`src/rtl/rv32_fetch_pkg.sv`:
```
// Shared types and constants for the RV32 instruction fetch stage.
package rv32_fetch_pkg;

    localparam int XLEN = 32;

    // Bubble encoding: addi x0,x0,0
    localparam logic [XLEN-1:0] NOP_ENC = 32'h0000_0013;

    localparam logic [XLEN-1:0] PC_INCR = 32'd4;

    // IDLE is only reachable through reset; REQ issues, WAIT awaits the
    // response, HOLD parks a response that arrived while decode was stalled.
    typedef enum logic [1:0] {
        IDLE = 2'd0,
        REQ  = 2'd1,
        WAIT = 2'd2,
        HOLD = 2'd3
    } fetch_state_e;

    // Instruction addresses are word aligned; the low two bits are dropped.
    function automatic logic [XLEN-1:0] align_word(input logic [XLEN-1:0] addr);
        return addr & ~32'h3;
    endfunction

endpackage

```
`src/rtl/rv32_f_instr_buffer.sv`:
```
// One-entry holding register for a fetched word that decode could not take yet.
module rv32_f_instr_buffer
    import rv32_fetch_pkg::*;
(
    input  logic            clk_i,
    input  logic            rst_n_i,
    input  logic            load,
    input  logic            clear,
    input  logic [XLEN-1:0] wdata,
    output logic [XLEN-1:0] rdata,
    output logic            valid
);

    // Occupancy flag; clear wins over load.
    always_ff @(posedge clk_i or negedge rst_n_i) begin
        if (!rst_n_i) begin
            valid <= 1'b0;
        end else if (clear) begin
            valid <= 1'b0;
        end else if (load) begin
            valid <= 1'b1;
        end
    end

    // Payload is qualified by valid, so it carries no reset.
    always_ff @(posedge clk_i) begin
        if (load) begin
            rdata <= wdata;
        end
    end

endmodule

```
`src/rtl/rv32_fetch.sv`:
```
// RV32 instruction fetch: fetch PC, single-outstanding imem port, IF/ID register.
module rv32_fetch
    import rv32_fetch_pkg::*;
#(
    parameter logic [31:0] RESET_PC  = 32'h0000_0000,
    parameter logic [31:0] NOP_INSTR = NOP_ENC
) (
    input  logic        clk_i,
    input  logic        rst_n_i,
    input  logic        stall_f_i,
    input  logic        stall_d_i,
    input  logic        flush_d_i,
    input  logic        pc_src_i,
    input  logic [31:0] pc_target_i,
    output logic        imem_req_o,
    output logic [31:0] imem_addr_o,
    input  logic        imem_ready_i,
    input  logic        imem_valid_i,
    input  logic [31:0] imem_rdata_i,
    output logic [31:0] instr_o,
    output logic [31:0] pc_o,
    output logic [31:0] pc_next_o
);

    fetch_state_e state_q, state_d;
    logic [31:0]  fetch_pc_q, fetch_pc_d;
    logic         discard_q, discard_d;
    logic         req_c;
    logic         deliver;
    logic [31:0]  deliver_word;
    logic         buf_load, buf_clear, buf_valid;
    logic [31:0]  buf_word;

    rv32_f_instr_buffer u_buf (
        .clk_i   (clk_i),
        .rst_n_i (rst_n_i),
        .load    (buf_load),
        .clear   (buf_clear),
        .wdata   (imem_rdata_i),
        .rdata   (buf_word),
        .valid   (buf_valid)
    );

    assign imem_req_o  = req_c;
    assign imem_addr_o = fetch_pc_q;

    // FSM state, fetch PC and stale-response flag.
    always_ff @(posedge clk_i or negedge rst_n_i) begin
        if (!rst_n_i) begin
            state_q    <= IDLE;
            fetch_pc_q <= align_word(RESET_PC);
            discard_q  <= 1'b0;
        end else begin
            state_q    <= state_d;
            fetch_pc_q <= fetch_pc_d;
            discard_q  <= discard_d;
        end
    end

    // Next-state, request, delivery and redirect handling.
    always_comb begin
        state_d      = state_q;
        fetch_pc_d   = fetch_pc_q;
        discard_d    = discard_q;
        req_c        = 1'b0;
        deliver      = 1'b0;
        deliver_word = imem_rdata_i;
        buf_load     = 1'b0;
        buf_clear    = 1'b0;

        case (state_q)
            IDLE: begin
                state_d = REQ;
            end
            REQ: begin
                req_c = !stall_f_i;
                if (req_c && imem_ready_i) begin
                    // A redirect in the accept cycle leaves the request at
                    // the old PC in flight; its response must be dropped.
                    state_d   = WAIT;
                    discard_d = pc_src_i;
                end
            end
            WAIT: begin
                if (pc_src_i) begin
                    if (imem_valid_i) begin
                        discard_d = 1'b0;
                        state_d   = REQ;
                    end else begin
                        discard_d = 1'b1;
                    end
                end else if (imem_valid_i) begin
                    if (discard_q) begin
                        discard_d = 1'b0;
                        state_d   = REQ;
                    end else if (stall_d_i) begin
                        buf_load = 1'b1;
                        state_d  = HOLD;
                    end else begin
                        deliver = 1'b1;
                        state_d = REQ;
                    end
                end
            end
            HOLD: begin
                if (pc_src_i) begin
                    buf_clear = 1'b1;
                    state_d   = REQ;
                end else if (!buf_valid) begin
                    // Empty buffer in HOLD cannot occur; recover by refetching.
                    state_d = REQ;
                end else if (!stall_d_i) begin
                    deliver      = 1'b1;
                    deliver_word = buf_word;
                    buf_clear    = 1'b1;
                    state_d      = REQ;
                end
            end
            default: begin
                state_d = IDLE;
            end
        endcase

        if (pc_src_i) begin
            fetch_pc_d = align_word(pc_target_i);
        end else if (deliver) begin
            fetch_pc_d = fetch_pc_q + PC_INCR;
        end
    end

    // IF/ID register: flush > stall > deliver > bubble.
    always_ff @(posedge clk_i or negedge rst_n_i) begin
        if (!rst_n_i) begin
            instr_o   <= NOP_INSTR;
            pc_o      <= '0;
            pc_next_o <= '0;
        end else if (flush_d_i) begin
            instr_o   <= NOP_INSTR;
            pc_o      <= '0;
            pc_next_o <= '0;
        end else if (stall_d_i) begin
            instr_o   <= instr_o;
            pc_o      <= pc_o;
            pc_next_o <= pc_next_o;
        end else if (deliver) begin
            instr_o   <= deliver_word;
            pc_o      <= fetch_pc_q;
            pc_next_o <= fetch_pc_q + PC_INCR;
        end else begin
            instr_o   <= NOP_INSTR;
            pc_o      <= '0;
            pc_next_o <= '0;
        end
    end

endmodule

```
`config.mk`:
```
export PLATFORM = sky130hd
export DESIGN_NAME = rv32_fetch
export DESIGN_NICKNAME = d
export VERILOG_FILES = /design/src/rtl/rv32_fetch_pkg.sv /design/src/rtl/rv32_f_instr_buffer.sv /design/src/rtl/rv32_fetch.sv
export SDC_FILE = /design/constraint.sdc
export NUM_CORES = 1
export LEC_CHECK = 0
export ABC_AREA = 1
export ABC_CLOCK_PERIOD_IN_PS = 9100
export CAP_MARGIN = 15
export CORE_AREA = 2 2 131 133
export DETAILED_ROUTE_END_ITERATION = 12
export DIE_AREA = 0 0 133 135
export DONT_BUFFER_PORTS = 1
export GPL_ROUTABILITY_DRIVEN = 0
export PLACE_DENSITY_LB_ADDON = 0.3
export SYNTH_ARGS = -nofsm -noshare
export SYNTH_HDL_FRONTEND = slang
export SYNTH_HIERARCHICAL = 1
export SYNTH_SLANG_ARGS = --single-unit
```
`constraint.sdc`:
```
create_clock -name clk_i -period 9.1 [get_ports clk_i]
set_clock_uncertainty 0.15 [all_clocks]
set_input_delay 0.455 -clock clk_i [delete_from_list [all_inputs] [get_ports clk_i]]
set_output_delay 0.455 -clock clk_i [all_outputs]
set_load 0.005 [all_outputs]
```
-- Yosys cells after proc, flatten, opt, wreduce, memory -nomap -nowiden
Index checks and enable logic that the tools add are counted.
- bits in registers: 164
- bits of input ports: 72
- output and inout bits: 129
- add/subtract/negate cells: 1
- equal/unequal tests: 8
- multiplexer cells: 46
- reduce and logical (&&, ||, !) cells: 8
- operators with widths (kind ; count):
    2-to-1 mux 32 bit ; 14
    adder 32 x 3 -> 32 bit, second input constant ; 1
    2-to-1 mux 1 bit ; 20
    2-to-1 mux 2 bit ; 9
    case mux 2 bit (4 select lines) ; 1
    AND reduction 3 bit ; 2
    nonzero test 2 bit ; 3
    == test 2 bit, second input constant ; 2
    inequality test 2 bit, second input constant ; 2
    inequality test 4 bit, second input constant ; 1
    case mux 1 bit (2 select lines) ; 2
    inequality test 3 bit, second input constant ; 1
    == test 2 x 1 -> 1 bit, second input constant ; 1
    zero test 2 bit ; 1
    inequality test 2 x 1 -> 1 bit, second input constant ; 1
    logical AND 1 bit ; 1
    zero test 1 bit ; 1

-- Depth between registers and ports, before layout
Gate-level depths: netlist of the first run.
- word-level depth: 8
- gate-level depth with buffers: 11
- mapped depth without buffers: 10

-- Modules after synthesis
The synthesis of the first run kept the hierarchy.
- by module, submodules not included (module ; times used ; cells each ; area an instance (um2)):
    rv32_fetch ; 1 ; 736 ; 6206.0
    rv32_f_instr_buffer ; 1 ; 35 ; 993.5

-- Worst setup path after synthesis of the first run
OpenSTA, ideal clock, no wires.
- path type: reg-to-reg
- start: register state_q[0]
- end: register u_buf.rdata[0] (enable)
- library setup time: 0.422 ns
- arrival time: 2.438 ns
- data required time: 8.528 ns
- setup slack: 6.090 ns
- stages on the path, launching flop included: 7
- path buffers: 0
- clock period less this slack: 3.010 ns
- cell sequence: dfrtp_1 inv_1 ha_1 inv_1 nor4_1 inv_1 nor2_1
- longest elaborated chain between the ends: 2
- ends and longest elaborated chain (item ; line ; text):
    from (decl) ; rv32_fetch.sv:25 ; fetch_state_e state_q, state_d;
    from (signal assigned) ; rv32_fetch.sv:54 ; state_q <= state_d;
    == test 2 bit ; rv32_fetch.sv:71 ; case (state_q)
    2-to-1 mux 1 bit ; rv32_fetch.sv:71 ;
    named net buf_load ; rv32_fetch.sv:31 ; logic buf_load, buf_clear, buf_valid;
    to (signal assigned) ; rv32_f_instr_buffer.sv:28 ; rdata <= wdata;
    to (decl) ; rv32_f_instr_buffer.sv:10 ; output logic [XLEN-1:0] rdata,
The timed path passes the listed nets, and every way through them passes these cells.
A chain may end at the register's enable or synchronous reset.

-- Worst setup path in the final report of the first run
- start: register state_q[0]
- end: register pc_next_o[26]
- longest elaborated chain between the ends: 5
- elaborated cells on any way between the ends: 6
- those cells by class: eq/ne (2); mux (4)
- ends and longest elaborated chain (item ; line ; text):
    == test 2 bit ; rv32_fetch.sv:71 ;
    case mux 1 bit (2 select lines) * ; rv32_fetch.sv:71 ;
    2-to-1 mux 32 bit * ; rv32_fetch.sv:145 ; end else if (deliver) begin
    2-to-1 mux 32 bit * ; rv32_fetch.sv:141 ; end else if (stall_d_i) begin
    2-to-1 mux 32 bit * ; rv32_fetch.sv:137 ; end else if (flush_d_i) begin
    to (signal assigned) ; rv32_fetch.sv:144 ; pc_next_o <= pc_next_o;
    to (signal assigned) ; rv32_fetch.sv:148 ; pc_next_o <= fetch_pc_q + PC_INCR;
    to (decl) ; rv32_fetch.sv:22 ; output logic [31:0] pc_next_o
Every way passes the cells marked *; elsewhere a longest branch is shown, timed or not. The select of a mux whose other input is x is not followed.

==> summary.txt, run 1 <==
Timing
  – Worst-Margin Slew: 1.06 ns
  – Final Cycle Share: 0.371
  – RSZ-0062 raised after global routing: no
  – Peak Freq: 296 MHz
  – Post-route setup slack: 5.72 ns
  – Setup_tns: 0 ns
  – Slew Viols, Final: 0
  – Final Setup Violations: 0
  – Tmin final: 3.38 ns
  – Final Hold Vio Count: 0
  – Rel. slew slack: 0.290

Die
  – Die height: 135 µm
  – Num rows: 47
  – Die ar.: 18,000 µm²
  – Ports: 201
  – Core outline area: 16,400 µm²
  – Die Span X: approximately 130 µm
  – Initial core utilization: 0.439

Setup path
  – Crit path capture type: register
  – CP Launch Point: state_q[0]
  – R2r startpoint: state_q[0]
  – Crit Path Category: reg2reg
  – CP max FO: 52
  – Setup crit start kind: register
  – CP arrival: 3.59 ns
  – WP data required: 9.31 ns

Global route
  – Overflow after GRT: 0
  – First-pass GRT wire length: 31,000 µm
  – Initial antenna violation count: 0
  – Gr usage total: 0.226
  – Largest net degree at the start of global routing: 128
  – Vias in the first global route: 5,446

Power and ir drop
  – Maximum vdd drop: 0.130 mV
  – Power per Cell Area: 203 nW/µm²
  – Pleak: around 0.004 µW

Logic synthesis
  – Yosys cell types: 35
  – Cell count after synthesis: 771
  – Synth top area cells: dfrtp_1 43%, nand2_1 14%, edfxtp_1 13%
  – Post-synth EDFFs: 32
  – Netlist Area Pre-Place: ~7200 µm²
  – Yosys top cell area share: 0.431
  – Post-synth top flop: dfrtp_1
  – Async SR Flop Fraction: 0.799
  – Post-synthesis sequential area ratio: 0.575
  – Syn avg cell area: 9.34 µm²
  – Synth Register Bits: ~160
  – Most common cell in the synthesized netlist: nand2_1
  – Post-synth top area cell: dfrtp_1
  – Post-synth top cells: 271 x nand2_1, 124 x dfrtp_1, 69 x o21ai_0
  – Synthesis warning total: 6

Clock network
  – Worst-path clk slew: 0.07 ns
  – PostCTS Resize Cnt: 0
  – CTS root buf: clkbuf_16
  – CTS H-tree depth: 4
  – CTS max path bufs: 2
  – Post-CTS setup buffer count: 0
  – Clk_lat worst skew: approximately 0.42 ns
  – Num CTS Buffers: 17
  – CTS tree: built
  – Clock net sink count: 159

Finish
  – Share of cells above drive strength 1: 0.0923
  – Diodes inserted: 0
  – Sequential Area: 4140 µm²
  – Final Net Count: 876
  – Area grow syn2layout: 16.2%
  – Fillers: around 1,500
  – Multi-input logic area: 2720 µm²

Placed design
  – Dpl ws: 5.71 ns
  – Dpl hpwl: 12,500 µm
  – Port-buffer cells: 0

Hold path
  – HP Class: in2reg
  – Hold_sp: pc_target_i[21]

Detailed routing
  – Post-route ant nets: 0
  – DRC: 0
  – Via density: roughly 5.2
  – Vias post-DR: approximately 5,400
  – Drt wl/cell: approximately 19 µm
  – DRT Wirelength: 19,600 µm
  – DR iter-0 viols: 408
  – Number of iterations in the first detailed-routing pass: 5

Run status
  – Status: finished clean

Job
  – Max-cap viol count: 0
==> worst paths after layout <==
kind | endpoint | slack [ns] | cells past startpoint
setup / recovery | pc_next_o[26] | 5.72 | 10
hold / removal | imem_addr_o[21] | 0.01 | 2
setup reg to reg | pc_next_o[26] | 5.72 | 10
hold reg to reg | instr_o[20] | 0.36 | 2
max in group asynchronous | imem_addr_o[27] | 7.74 | 2
min in group asynchronous | imem_addr_o[6] | 0.56 | 2
==> worst max-delay path: stages, from the launching register on <==
cell     delay, ns
dfrtp_1       0.41
inv_1         0.07
ha_1          0.20
nand3_1       0.09
nand2_1       0.10
nand2_1       0.07
inv_2         0.58
nand2_2       0.84
inv_4         0.54
nand3_1       0.16
nand2_1       0.09
==> layout by cell type (no fill, tap or decap), types with 2 or more instances in the layout <==
cell / n
a21oi_1: 3
buf_4: 4
bufinv_16: 3
clkbuf_16: 17
clkinv_4: 4
clkinvlp_4: 4
conb_1: 2
dfrtp_1: 124
dfstp_2: 3
dlygate4sd3_1: 39
edfxtp_1: 32
ha_1: 4
inv_1: 40
inv_2: 4
inv_6: 2
mux2i_1: 32
nand2_1: 271
nand2_2: 5
nand2_4: 3
nand3_1: 51
nand3b_1: 2
nand4_1: 11
nor2_1: 34
nor2_2: 8
nor2_4: 7
nor2_8: 2
o211ai_1: 10
o21ai_0: 69
xor2_1: 8
xor2_2: 4
==> per-stage QoR <==
step | hold slack, ns | power [µW] | utilization | instance area, µm² | instances
2_1_floorplan | 0.00941 | 906 | - | 7200 | 772
5_1_grt | 0.00524 | 1770 | 0.510 | 8370 | 1033
4_1_cts | 0.000240 | 1720 | 0.510 | 8370 | 1033
3_3_place_gp | 0.0119 | 941 | 0.447 | 7340 | 961
3_5_place_dp | 0.0123 | 943 | 0.447 | 7340 | 961
6_report | 0.0142 | 1700 | 0.510 | 8370 | 1033
==> per-layer routing <==
metal,track usage,up-vias,part of all wire
met1,0.289,2599,0.43
met3,0.0882,17,0.098
li1,-,2582,-
met2,0.356,220,0.46
met5,0,-,0
met4,0.0651,0,0.012
==> sequential cells by signal, indices dropped and copies added (netlist names) <==
name	count
discard_q	1
pc_next_o	30
pc_o	31
u_buf/valid	1
state_q	2
instr_o	32
u_buf/rdata	32
imem_addr_o	30
==> what timing repair did <==
| action | in CTS | in global routing |
|---|---|---|
| endpoints found under the hold margin | 175 | 0 |
| endpoints found under the setup margin | 0 | 0 |
| hold buffers | 40 | 0 |
==> cells by family after synthesis <==
kind of cell / after synthesis / share of synthesized area
buf+inv: 80 / 0.0492
simple gates: 399 / 0.242
fa+ha+maj: 4 / 0.00695
flops: 159 / 0.575
xor+xnor: 12 / 0.0188
other cells: 1 / 0.000521
compound gates: 84 / 0.0627
mux: 32 / 0.0445
==> power breakdown <==
part           internal, µW  switching [µW]  total (µW)  leakage, µW
combinational          57.7            97.7         155      0.00171
sequential              757            44.7         802      0.00199
clock                   436             307         743     0.000286
==> cell type report <==
cell class / instances / share of cell area
Sequential cell: 159 / 0.495
Multi-Input combinational cell: 533 / 0.325
Timing Repair Buffer: 44 / 0.0535
Clock buffer: 17 / 0.0508
Tap cell: 220 / 0.0329
Clock inverter: 15 / 0.0224
Inverter: 45 / 0.0205
Note: power is estimated with default switching activity, not from simulation.
==> run 2, diff against run 1 <==
Settings changed: ABC_AREA 1 to 0, ABC_CLOCK_PERIOD_IN_PS 9100 to 2980, CORE_AREA 2 2 131 133 to 2 2 130 132, DIE_AREA 0 0 133 135 to 0 0 132 134.
Clock period 9.1 ns to 2.98 ns, I/O delays scaled along.
==> run 2 against run 1 <==
Net effect: the run now ends with negative hold slack left; global-route usage about the same; routed wire length down 0.92%; cell count down 3.8%; sequential share of layout area down 3.9 points; core utilization up 4.7 points; sequential power rose to 3.0 times the previous value; first-iteration DRC count down 38%; area after synthesis down 1.6%; worst setup slack worse by 5.6 ns; largest cell class unchanged; largest power group unchanged.
==> summary.txt, run 2 <==
Logic synthesis
  – Largest family of logic cells by synthesized area: simple AND/OR/NAND/NOR gates (unchanged)
  – Synth Area in Compound Gates: 0.114 (was 0.0627)
  – Synthesis warning total: 6 (unchanged)
  – Post-Synth Adder-Cell Area: 0.00707 (was 0.00695)
  – Yosys top cell area share: 0.438 (was 0.431)
  – Synth Register Bits: 159 (unchanged)
  – Syn avg cell area: 10.8 µm² (was 9.34 µm²)
  – Yosys cell types: 47 (was 35)
  – Post-synthesis sequential area ratio: 0.585 (was 0.575)
  – Post-synth EDFFs: 32 (unchanged)
  – Post-Synth XOR/XNOR Area: 0.0668 (was 0.0188)
  – Mux cell area share after synthesis: 0.0438 (was 0.0445)
  – Post-synth top area cell: dfrtp_1 (unchanged)
  – Async SR Flop Fraction: 0.799 (unchanged)
  – Most common cell in the synthesized netlist: dfrtp_1 (was nand2_1)
  – Cell count after synthesis: 658 (was 771)
  – Post-synth top cells: 124 x dfrtp_1, 110 x nand2_1, 87 x o21ai_0 (was 271 x nand2_1, 124 x dfrtp_1, 69 x o21ai_0)
  – Synth top area cells: dfrtp_1 44%, edfxtp_1 14%, o21ai_0 6.1% (was dfrtp_1 43%, nand2_1 14%, edfxtp_1 13%)
  – Netlist Area Pre-Place: 7080 µm² (was 7200 µm²)
  – Simple-gate area share of the yosys netlist: 0.142 (was 0.242)
  – Post-synth top flop: dfrtp_1 (unchanged)

Die
  – Die Span X: 132 µm (was 133 µm)
  – Die ar.: 17,700 µm² (was 18,000 µm²)
  – Initial core utilization: 0.435 (was 0.439)
  – Core outline area: 16,300 µm² (was 16,400 µm²)
  – Ports: 201 (unchanged)
  – Num rows: 47 (unchanged)
  – Die height: 134 µm (was 135 µm)

Timing
  – Final Setup Violations: 0 (unchanged)
  – Peak Freq: 349 MHz (was 296 MHz)
  – Final Cycle Share: 0.963 (was 0.371)
  – Tmin final: 2.87 ns (was 3.38 ns)
  – Worst-Margin Slew: 0.636 ns (was 1.06 ns)
  – Rel. slew slack: 0.576 (was 0.290)
  – Final Hold Vio Count: 127 (was 0)
  – Post-route setup slack: 0.111 ns (was 5.72 ns)
  – Worst hold slack: -0.726 ns (was 0.0142 ns)
  – Slew Viols, Final: 0 (unchanged)

Run status
  – Status: complete, but fails checks (was finished clean)
  – Failing checks: negative hold slack

Finish
  – Post-Layout Cell Count: 994 (was 1,033)
  – Biggest regs: instr_o (32), u_buf/rdata (32), pc_o (31) (unchanged)
  – Commonest non-fill, non-tap cell in the layout: dfrtp_1 (was nand2_1)
  – Area grow syn2layout: 28.2% (was 16.2%)
  – Commonest cells after routing, fill and taps aside: 124 x dfrtp_1, 118 x dlygate4sd3_1, 110 x nand2_1 (was 271 x nand2_1, 124 x dfrtp_1, 69 x o21ai_0)
  – Share of cells above drive strength 1: 0.0801 (was 0.0923)
  – Final Net Count: 837 (was 876)
  – Final core utilization: 0.557 (was 0.510)
  – Diodes inserted: 0 (unchanged)

Clock network
  – Clock net sink count: 159 (unchanged)
  – CTS H-tree depth: 4 (unchanged)
  – Hold_buf cts: 119 (was 40)
  – CTS max path bufs: 2 (unchanged)
  – CTS tree: built (unchanged)
  – CTS root buf: clkbuf_16 (unchanged)
  – Num CTS Buffers: 17 (unchanged)
  – Worst-path clk slew: 0.06 ns (was 0.07 ns)
  – Clk_lat worst skew: 0.42 ns (about the same)

Global route
  – First-pass GRT wire length: 31,500 µm (was 31,000 µm)
  – Largest net degree at the start of global routing: 128 (unchanged)
  – Initial antenna violation count: 0 (unchanged)
  – Overflow after GRT: 0 (unchanged)
  – Vias in the first global route: 5,806 (was 5,446)
  – Gr usage total: 0.225 (was 0.226)

Detailed routing
  – Drt wl/cell: 19.6 µm (was 19.0 µm)
  – Post-route ant nets: 0 (unchanged)
  – Via density: 5.48 (was 5.24)
  – DRC: 0 (unchanged)
  – Number of iterations in the first detailed-routing pass: 4 (was 5)
  – DRT Wirelength: 19,400 µm (was 19,600 µm)
  – Vias post-DR: 5,444 (was 5,418)
  – DR iter-0 viols: 252 (was 408)

Setup path
  – CP arrival: 3.02 ns (was 3.59 ns)
  – Setup crit start kind: register (unchanged)
  – CP max FO: 10 (was 52)
  – CP max stage cell: or4_4 (was nand2_2)
  – Crit path cell chain: nand3_2, or4_4, nor4_2, xnor2_1, o21ai_1, dlygate4sd3_1 (was inv_1, ha_1, nand3_1, nand2_1, nand2_1, inv_2, nand2_2, inv_4, nand3_1, nand2_1)
  – Crit Path Category: reg2reg (unchanged)
  – WP data required: 3.13 ns (was 9.31 ns)
  – CP peak stage delay: 0.63 ns (was 0.84 ns)
  – Crit path capture type: register (unchanged)

Placed design
  – Port-buffer cells: 0 (unchanged)
  – Dpl hpwl: 12,100 µm (was 12,500 µm)
  – Placed cells: 841 (was 961)
  – Dpl ws: 0.557 ns (was 5.71 ns)

Power and ir drop
  – Power per Cell Area: 572 nW/µm² (was 203 nW/µm²)
  – Pleak: 0.00359 µW (was 0.00398 µW)
  – Design Power: 5190 µW (was 1700 µW)
  – Maximum vdd drop: 0.367 mV (was 0.130 mV)

Job
  – Max-cap viol count: 0 (unchanged)

Hold path
  – HP Class: in2async (was in2reg)
[run 2: logic make-up (layout without fill, tap and decap cells)]
logic type      Yosys count  in the layout
simple gates            211            211
buf+inv                  64            179
mux                      31             31
xor+xnor                 54             54
flops                   159            159
fa+ha+maj                 4              4
compound gates          134            134
other cells               1              2
[run 2: final cells by class]
cell class              count  area [µm²]
flip-flops and latches    159        4140
multi-input cells         436        2690
clock buffers              22         454
clock inverters            10         135
repair buffers            138        1350
inverters                   9        33.8
well taps                 220         275
fillers                  1400        7210
[run 2: routing by layer]
layer / share of wire / vias to the layer above / track usage
met4: 0.018 / 0 / 0.0779
met5: 0 / - / 0
met3: 0.087 / 27 / 0.0828
li1: - / 2491 / -
met1: 0.40 / 2708 / 0.270
met2: 0.50 / 218 / 0.376
[run 2: final timing paths]
kind	from	endpoint	slack [ns]	cells past startpoint
setup / recovery	imem_addr_o[10]	imem_addr_o[20]	0.11	6
hold / removal	rst_n_i	instr_o[11]	-0.73	0
setup reg to reg	imem_addr_o[10]	imem_addr_o[20]	0.11	6
hold reg to reg	instr_o[21]	instr_o[21]	0.36	2
max in group asynchronous	rst_n_i	state_q[1]	3.15	0
min in group clk_i	flush_d_i	pc_next_o[10]	0.05	4
[run 2: power by group]
part / total, µW / switching (µW) / internal, µW
sequential: 2440 / 133 / 2300
combinational: 561 / 265 / 296
clock: 2200 / 858 / 1340
total: 5190 / 1260 / 3940
[run 2: worst max-delay path: cells and delay by family, from the launching register on]
family / cells / cell delay [ns]
DFF: 1 / 0.59
and+or+nand+nor: 3 / 1.19
buffers and inverters: 1 / 0.57
AOI/OAI and AO/OA: 1 / 0.08
xor gates and xnor gates: 1 / 0.18
[run 2: repair_timing]
action,4_1_cts,5_1_grt
gates resized for setup,0,1
setup buffers,0,2
hold endpoints to repair,231,127
endpoints found under the setup margin,0,4
[run 2: metrics by stage]
| step | setup TNS (ns) | instance area (µm²) | hold WS [ns] |
|---|---|---|---|
| global route | -0.0110 | 9080 | -0.750 |
| global placement | 0 | 7260 | -0.294 |
| CTS | 0 | 9050 | -0.747 |
| detailed placement | 0 | 7260 | -0.294 |
| floorplan | 0 | 7090 | -0.297 |
| finish | 0 | 9080 | -0.726 |
==> run 3, diff against run 2 <==
Settings changed: CORE_AREA 2 2 130 132 to 2 2 129 131, DIE_AREA 0 0 132 134 to 0 0 131 133.
==> run 3 against run 2 <==
Net effect: critical path type unchanged; the run still ends with negative hold slack left; hold slack gained 0.00058 ns; die area is 1.5% lower; global-route usage is 0.22 points lower; critical endpoint is now imem_addr_o[22].
==> summary.txt, run 3 (synthesis gave the netlist of run 2 again) <==
Run status
  – Status: complete, but fails checks (unchanged)
  – Failing checks: negative hold slack (unchanged)

Setup path
  – Crit Path Category: reg2reg (unchanged)
  – Crit path capture type: register (unchanged)
  – Crit path buffers/inverters: 1 (unchanged)
  – CP max FO: 10 (unchanged)
  – CP arrival: 2.94 ns (was 3.02 ns)
  – Setup crit start kind: register (unchanged)
  – Crit path cell chain: nand3_2, or4_4, nor4_2, xnor2_1, o21ai_1, dlygate4sd3_1 (unchanged)
  – R2r startpoint: imem_addr_o[10] (unchanged)
  – CP Launch Point: imem_addr_o[10] (unchanged)
  – CP max stage cell: or4_4 (unchanged)
  – WP data required: 3.13 ns (about the same)
  – CP delay by family, top: simple AND/OR/NAND/NOR gates (unchanged)
  – CP peak stage delay: 0.63 ns (about the same)

Detailed routing
  – Via density: 5.55 (was 5.48)
  – Vias post-DR: 5,490 (was 5,444)
  – DRT Wirelength: 19,300 µm (was 19,400 µm)
  – Number of iterations in the first detailed-routing pass: 5 (was 4)
  – Post-route ant nets: 0 (unchanged)
  – Drt wl/cell: 19.5 µm (was 19.6 µm)
  – DR iter-0 viols: 253 (was 252)
  – DRC: 0 (unchanged)

Finish
  – Multi-input logic area: 2700 µm² (was 2690 µm²)
  – Commonest cells after routing, fill and taps aside: 124 x dfrtp_1, 114 x dlygate4sd3_1, 110 x nand2_1 (was 124 x dfrtp_1, 118 x dlygate4sd3_1, 110 x nand2_1)
  – Biggest regs: instr_o (32), u_buf/rdata (32), pc_o (31) (unchanged)
  – Post-Layout Cell Count: 990 (was 994)
  – Commonest non-fill, non-tap cell in the layout: dfrtp_1 (unchanged)
  – Sequential Area: 4140 µm² (unchanged)
  – Final Net Count: 833 (was 837)
  – Share of cells above drive strength 1: 0.0844 (was 0.0801)
  – Fillers: 1,381 (was 1,400)
  – Final instance area: 9100 µm² (was 9080 µm²)
  – Area grow syn2layout: 28.5% (was 28.2%)
  – Diodes inserted: 0 (unchanged)

Clock network
  – Clk_lat worst skew: 0.42 ns (about the same)
  – Num CTS Buffers: 17 (unchanged)
  – CTS tree: built (unchanged)
  – CTS max path bufs: 2 (unchanged)
  – Worst-path clk slew: 0.06 ns (about the same)
  – CTS H-tree depth: 4 (unchanged)
  – Clock net sink count: 159 (unchanged)
  – Hold_buf cts: 115 (was 119)
  – CTS root buf: clkbuf_16 (unchanged)

Timing
  – Final Cycle Share: 0.936 (was 0.963)
  – Peak Freq: 358 MHz (was 349 MHz)
  – Worst-Margin Slew: 0.646 ns (was 0.636 ns)
  – Setup_tns: 0 ns (unchanged)
  – Worst hold slack: -0.725 ns (was -0.726 ns)
  – Tmin final: 2.79 ns (was 2.87 ns)
  – Final Setup Violations: 0 (unchanged)
  – Slew Viols, Final: 0 (unchanged)
  – Rel. slew slack: 0.568 (was 0.576)
  – Final Hold Vio Count: 127 (unchanged)
  – RSZ-0062 raised after global routing: no

Global route
  – Vias in the first global route: 5,659 (was 5,806)
  – Initial antenna violation count: 0 (unchanged)
  – First-pass GRT wire length: 30,200 µm (was 31,500 µm)
  – Overflow after GRT: 0 (unchanged)
  – Gr usage total: 0.223 (was 0.225)
  – Largest net degree at the start of global routing: 128 (unchanged)

Power and ir drop
  – Clock power share: 0.434 (was 0.423)
  – Flop pwr share: 0.460 (was 0.469)
  – Maximum vdd drop: 0.448 mV (was 0.367 mV)
  – Power per Cell Area: 582 nW/µm² (was 572 nW/µm²)
  – Combinational share of power: 0.106 (was 0.108)
  – Pleak: 0.00361 µW (was 0.00359 µW)
  – Design Power: 5300 µW (was 5190 µW)
  – Net Sw Frac: 0.237 (was 0.242)
  – Pint: 4040 µW (was 3940 µW)
  – Switch Pwr: 1250 µW (was 1260 µW)

Die
  – Core outline area: 16,200 µm² (was 16,300 µm²)
  – Die Span X: 131 µm (was 132 µm)
  – Initial core utilization: 0.438 (was 0.435)
  – Ports: 201 (unchanged)
  – Die ar.: 17,400 µm² (was 17,700 µm²)
  – Num rows: 47 (unchanged)
  – Die height: 133 µm (was 134 µm)

Placed design
  – Placed cells: 841 (unchanged)
  – Port-buffer cells: 0 (unchanged)
  – Dpl hpwl: 12,200 µm (was 12,100 µm)
  – Post-DP Area: 7270 µm² (was 7260 µm²)

Job
  – Max-cap viol count: 0 (unchanged)

Hold path
  – HP Class: in2async (unchanged)
==> run 3: worst paths after layout <==
check	slack [ns]	cells after the start	end
min in group clk_i	0.09	4	instr_o[4]
max in group asynchronous	3.12	0	state_q[0]
setup / recovery	0.19	6	imem_addr_o[22]
setup reg to reg	0.19	6	imem_addr_o[22]
hold / removal	-0.73	0	instr_o[23]
hold reg to reg	0.35	2	instr_o[4]
==> run 3: final cells by class <==
class	instances	share of cell area
Inverter	9	0.00371
Tap cell	220	0.0302
Sequential cell	159	0.455
Timing Repair Buffer	134	0.145
Clock buffer	25	0.0558
Clock inverter	7	0.0135
Multi-Input combinational cell	436	0.296
==> run 3: layer usage <==
metal,share of wire,up-vias,track usage
met1,0.40,2724,0.272
met4,0.022,0,0.0733
met2,0.49,249,0.371
met5,0,-,0
met3,0.088,36,0.0712
li1,-,2481,-
==> run 3: worst reg2reg max path, delay by kind of cell, from the launching register on <==
| kind | cells | cell delay, ns |
|---|---|---|
| compound gates | 1 | 0.07 |
| xor+xnor | 1 | 0.17 |
| buf+inv | 1 | 0.56 |
| flops | 1 | 0.59 |
| simple gates | 3 | 1.14 |
==> run 3: stage by stage <==
step / worst slack (ns) / util / hold slack [ns]
after floorplan: 0.659 / - / -0.297
after global placement: 0.643 / 0.450 / -0.294
after detailed placement: 0.594 / 0.450 / -0.294
after CTS: 0.0967 / 0.561 / -0.741
after global routing: 0.0154 / 0.563 / -0.745
final: 0.189 / 0.563 / -0.725
==> run 3: power groups by stage <==
stage,Clock (µW),Sequential [µW],Combinational (µW)
finish,2300,2440,562
global route,2440,2450,615
CTS,2340,2430,553
detailed placement,0,2480,377
global placement,0,2470,361
floorplan,0,2410,340
==> run 3: repair_timing <==
item | in CTS | in global routing
buffers inserted | 0 | 2
gates resized for setup | 0 | 3
hold endpoints to repair | 240 | 127
setup endpoints to repair | 0 | 5
